===== src/rtl/root_select_queue_pkg.sv =====
// Recoded-float helpers and result type shared by the root selection queue.
package root_select_queue_pkg;
  localparam int internalArgWidth = 33;

  localparam logic [2:0] REC_NAN_CODE  = 3'b111;
  localparam logic [2:0] REC_INF_CODE  = 3'b110;
  localparam logic [2:0] REC_ZERO_CODE = 3'b000;

  typedef struct packed {
    logic                        hit;
    logic [internalArgWidth-1:0] t;
  } RootResult;

  // NaN and Inf share the two top exponent bits set.
  function automatic logic isRecodedSpecial(input logic [2:0] code);
    return (code == REC_NAN_CODE) || (code == REC_INF_CODE);
  endfunction
endpackage


===== src/rtl/root_select_queue_recoded_float_lt.sv =====
// Combinational ordering of two finite recoded floats: a < b and a == b.
module recoded_float_lt
  import root_select_queue_pkg::*;
#(
  parameter int W = internalArgWidth
) (
  input  logic [W-1:0] a,
  input  logic [W-1:0] b,
  output logic         lt,
  output logic         eq
);
  logic         za, zb, sa, sb;
  logic [W-2:0] ma, mb;

  // Zeros are folded to a canonical +0 so that -0 == +0.
  assign za = (a[W-2 -: 3] == REC_ZERO_CODE);
  assign zb = (b[W-2 -: 3] == REC_ZERO_CODE);
  assign sa = a[W-1] & ~za;
  assign sb = b[W-1] & ~zb;
  assign ma = za ? '0 : a[W-2:0];
  assign mb = zb ? '0 : b[W-2:0];

  assign eq = (sa == sb) && (ma == mb);
  assign lt = (sa != sb) ? sa : (sa ? (ma > mb) : (ma < mb));
endmodule


===== src/rtl/root_select_queue.sv =====
// Picks the nearest valid root above t_min and queues {hit, t} for shading.
module root_select_queue
  import root_select_queue_pkg::*;
#(
  parameter int DEPTH = 4,
  parameter int W     = internalArgWidth
) (
  input  logic                       clk,
  input  logic                       reset,
  input  logic                       in_valid,
  output logic                       in_ready,
  input  logic [W-1:0]               left_root,
  input  logic [W-1:0]               right_root,
  input  logic                       no_real,
  input  logic [W-1:0]               t_min,
  output logic                       out_valid,
  input  logic                       out_ready,
  output logic                       hit,
  output logic [W-1:0]               t_hit,
  output logic [$clog2(DEPTH):0]     count
);
  localparam int PW = $clog2(DEPTH);
  localparam int CW = PW + 1;

  logic      l_lt_min, l_eq_min, r_lt_min, r_eq_min, l_lt_r, l_eq_r;
  logic      cand_l, cand_r, push, pop;
  logic [PW-1:0] wptr, rptr;
  RootResult sel;
  RootResult mem [DEPTH];

  recoded_float_lt #(.W(W)) u_lt_lmin (.a(left_root),  .b(t_min),      .lt(l_lt_min), .eq(l_eq_min));
  recoded_float_lt #(.W(W)) u_lt_rmin (.a(right_root), .b(t_min),      .lt(r_lt_min), .eq(r_eq_min));
  recoded_float_lt #(.W(W)) u_lt_lr   (.a(left_root),  .b(right_root), .lt(l_lt_r),   .eq(l_eq_r));

  assign cand_l = ~no_real & ~isRecodedSpecial(left_root[W-2 -: 3])  & ~l_lt_min & ~l_eq_min;
  assign cand_r = ~no_real & ~isRecodedSpecial(right_root[W-2 -: 3]) & ~r_lt_min & ~r_eq_min;

  always_comb begin
    sel = '0;
    if (cand_l && cand_r) begin
      sel.hit = 1'b1;
      sel.t   = (l_lt_r || l_eq_r) ? left_root : right_root;
    end else if (cand_l) begin
      sel.hit = 1'b1;
      sel.t   = left_root;
    end else if (cand_r) begin
      sel.hit = 1'b1;
      sel.t   = right_root;
    end
  end

  assign in_ready  = (count != CW'(DEPTH));
  assign out_valid = (count != '0);
  assign push      = in_valid & in_ready;
  assign pop       = out_valid & out_ready;

  always_ff @(posedge clk) begin
    if (reset) begin
      wptr  <= '0;
      rptr  <= '0;
      count <= '0;
    end else begin
      if (push) wptr <= wptr + 1'b1;
      if (pop)  rptr <= rptr + 1'b1;
      case ({push, pop})
        2'b10:   count <= count + 1'b1;
        2'b01:   count <= count - 1'b1;
        default: count <= count;
      endcase
    end
  end

  // Storage is deliberately not reset; count gates visibility instead.
  always_ff @(posedge clk) begin
    if (push && !reset) mem[wptr] <= sel;
  end

  assign hit   = out_valid & mem[rptr].hit;
  assign t_hit = out_valid ? mem[rptr].t : '0;
endmodule


===== config.mk =====
export PLATFORM = sky130hd
export DESIGN_NAME = root_select_queue
export DESIGN_NICKNAME = d
export VERILOG_FILES = /design/src/rtl/root_select_queue_pkg.sv /design/src/rtl/root_select_queue_recoded_float_lt.sv /design/src/rtl/root_select_queue.sv
export SDC_FILE = /design/constraint.sdc
export NUM_CORES = 1
export LEC_CHECK = 0
export CORE_MARGIN = 1.5
export CORE_UTILIZATION = 30
export CTS_CLUSTER_DIAMETER = 80
export CTS_CLUSTER_SIZE = 20
export DETAILED_ROUTE_END_ITERATION = 8
export GPL_TIMING_DRIVEN = 0
export SLEW_MARGIN = 20
export SYNTH_ARGS = -nofsm -noshare
export SYNTH_HDL_FRONTEND = slang
export SYNTH_HIERARCHICAL = 1
export SYNTH_SLANG_ARGS = --single-unit

===== constraint.sdc =====
create_clock -name clk -period 7.8 [get_ports clk]
set_input_delay 1.56 -clock clk [delete_from_list [all_inputs] [get_ports clk]]
set_output_delay 1.56 -clock clk [all_outputs]
set_load 0.02 [all_outputs]

==> impl_metrics.ini <==
[routing]
drt-wirelength-per-cell_um = 17.52
highest_layer = met4
routed_wirelength_um = 24200
first_pass_iters = 5
drt_drc_violations_left = 0
met3RoutedLength_um = 806
route.met2.wl_um = 11700
ant_nets = 0
initialDrtViolationCount = 419
vias = 6739
vias_per_cell = 4.880
drt-met1-wl_um = 11460

[critical_path]
critical_path_cell_by_cell = clkdlybuf4s50_1 > nor3_1 > clkbuf_1 > clkbuf_1 > nor2b_1 > ha_1 > a21oi_1 > o21ai_0 > a221o_1 > o31a_1 > o21a_1 > o21a_1 > a2111oi_4 > a21oi_4 > buf_6 > a22o_1
critical_path_peak_fanout = 10
reg2regPathDepth = 9
critPathBufInv = 4
endpoint_kind = flip-flop
cp_data_arrival_time_ns = 6.27
worst_setup_path_start_kind = primary input
critPathTopFamily = compound AO/OA/AOI/OAI gates
critical_path.max_stage_delay_ns = 0.59
worst-path-stages = 16
slowest_stage = clkdlybuf4s50_1
critical_path_class = in -> reg
worst_ep_required_time_ns = 7.91

[cells_and_area]
mostFrequentLayoutCell = clkdlybuf4s50_1
num-nets-final = 1178
post_route_insts_no_fill = 1381
insertedDiodeCount = 0
highest_count_cells_in_the_layout_ignoring_fill_and_taps = clkdlybuf4s50_1 (142), edfxtp_1 (136), nor2b_1 (121), nand2_1 (110), ha_1 (101)
fin_area_um2 = 11920
area_growth_pct = 28.78
post_route_cells_drive_above_1_share_pct = 10.86

[power_and_ir_drop]
power-per-cell-area_nw_per_um2 = 239.8
finalPower_w = 0.002860
worst_ir_drop_vdd_v = 0.0001846
power_leakage_nw = 4.489

[placement]
placedCellCount = 1349
detailed_place.area_um2 = 11330
routabilityCongestion = 0.8467
count_of_input_and_output_buffers = 142
place.detailed.hpwl_um = 20100

[worst_hold_path]
hold_crit_path_type = reg -> reg
hold_depth = 2

[timing]
finClkSkew_ns = 0.01668
report.final.hold_viol_count = 0
final_period_minus_worst_setup_slack_ns = 6.157
drv_slew = 0
tightest_slew_ns = 0.7281
period_share_pct = 78.93
setup_total_negative_slack_ns = 0
report.final.setup_viol = 0
rsz0062_at_grt = false
max_freq_ghz = 0.1624
maxSlewHeadroom_pct = 51.25

[clock_tree]
insertion_delay_ns = 0.41
worst_path_clk_slew_ns = 0.06
clk_path_buf_depth = 2
tritoncts_clock_tree = done
cts_made_buffers = 17
numClockSinks = 145
cts-resized-gates = 0
root_buffer = clkbuf_16
cts.htree.levels = 4
cts_setup_buffers = 0
cts-hold-fix-buffers = 0

[synthesis]
synth_sequential_area_ratio_pct = 46.05
netlist_area_um2 = 9259
avgSynthCellArea_um2 = 11.65
synthesis.yosys.warnings = 6
syn_inst = 795
synth-seq-cells = 145
synth.distinct_cells = 45
postSynthNetCount = 1001

[die]
top_ports = 143
start_util_pct = 30.35
die_height_um = 178.7
core_box_area_um2 = 30510
placementRows = 64
full_die_area_um2 = 31930
die_width_um = 178.7

[flow_run]
drv.max_cap_violation_count = 0

[grt]
number_of_antenna_violations_at_the_first_check_in_global_routing = 0
grt_util_all_layers_pct = 15.46
grt_remaining_overflow = 0
grt_pass1_wl_um = 37200
first_global_vias = 6752
grt_start_max_net_pins = 17

[status]
status = complete, no violations
[synthesized netlist by cell type, drive strengths merged]
library cell | count | area share, %
mux4 | 34 | 8.3
mux2i | 1 | 0.11
or3b | 1 | 0.095
dfxtp | 9 | 1.9
and2 | 4 | 0.27
nor4 | 9 | 0.61
a22oi | 3 | 0.24
buf | 16 | 1.3
a21oi | 43 | 2.6
nor2 | 20 | 0.81
o21ai | 14 | 0.76
nand2b | 8 | 0.54
nor3 | 7 | 0.43
nand4 | 24 | 1.6
edfxtp | 136 | 44
a221o | 3 | 0.32
nand2 | 110 | 4.5
nor3b | 4 | 0.32
clkbuf | 26 | 1.1
a22o | 33 | 3.2
a2111oi | 4 | 0.58
or3 | 2 | 0.14
a2111o | 2 | 0.24
ha | 101 | 14
a211oi | 3 | 0.24
a21o | 3 | 0.24
mux2 | 1 | 0.12
fa | 1 | 0.22
nand3 | 12 | 0.65
nor2b | 121 | 8.2
inv | 17 | 0.69
o31ai | 1 | 0.081
o211ai | 6 | 0.49
xor2 | 6 | 0.57
o31a | 3 | 0.28
o21a | 7 | 0.65
[final timing paths]
kind / to / slack [ns] / from
worst max-delay path: mem[0][18]$_DFFE_PP_ / 1.64 / right_root[30]
worst min-delay path: rptr[1]$_SDFFE_PP0P_ / 0.50 / rptr[1]$_SDFFE_PP0P_
worst max register to register: count[2]$_SDFFE_PP0P_ / 5.25 / count[2]$_SDFFE_PP0P_
worst min register to register: rptr[1]$_SDFFE_PP0P_ / 0.50 / rptr[1]$_SDFFE_PP0P_
[state kept, by name, summed over array words and instances (netlist names), named ones only]
name and count:
count 3, wptr 2, rptr 2, mem 136
[layout make-up]
class	instances	area (um^2)
Buffer	42	216.5
Fill cell	2888	18590
Multi-Input combinational cell	591	4735
Timing Repair Buffer	158	1553
Sequential cell	145	4264
Tap cell	396	495.5
Inverter	17	63.81
Clock inverter	14	167.7
Clock buffer	18	429.2
[worst register-to-register path, cell delays in order (launching register included)]
cell and delay, ns:
dfxtp_1 0.42, or3b_1 0.38, and2_1 0.22, inv_1 0.22, ha_1 0.22, inv_1 0.06, fa_1 0.37, xor2_1 0.16
or3_1 0.30, a21oi_1 0.14
[metrics by stage]
step / hold slack (ns) / setup WS (ns) / utilization (%)
finish: 0.5026 / 1.643 / 39.08
global route: 0.5476 / 1.364 / 39.08
CTS: 0.5084 / 1.679 / 39.08
detailed placement: 0.4931 / 1.266 / 37.13
global placement: 0.4742 / 0.4900 / 36.63
floorplan: 0.4591 / 2.644 / -
[where the power goes]
part | internal, W | total (W) | switching (W)
clock | 0.000483 | 0.000807 | 0.000324
combinational | 0.000535 | 0.00111 | 0.000579
sequential | 0.000917 | 0.000939 | 0.0000220
total | 0.00194 | 0.00286 | 0.000925
[kinds of logic (layout without fill, tap and decap cells)]
family	after synthesis	after routing	share of synthesized area, %
flip-flops	145	145	46.05
AO/OA/AOI/OAI	125	125	9.865
AND/OR/NAND/NOR	322	322	18.12
buffers and inverters	59	249	3.027
multiplexers	36	36	8.500
XOR/XNOR	6	6	0.5676
adder cells (fa/ha/maj)	102	102	13.86
[layer usage]
metal / GRT usage (%) / vias to the layer above
met5: 0 / -
met4: 3.993 / 0
met3: 2.142 / 10
met2: 26.26 / 170
met1: 20.69 / 3223
li1: - / 3336
Power figures use the tool's default switching activity.
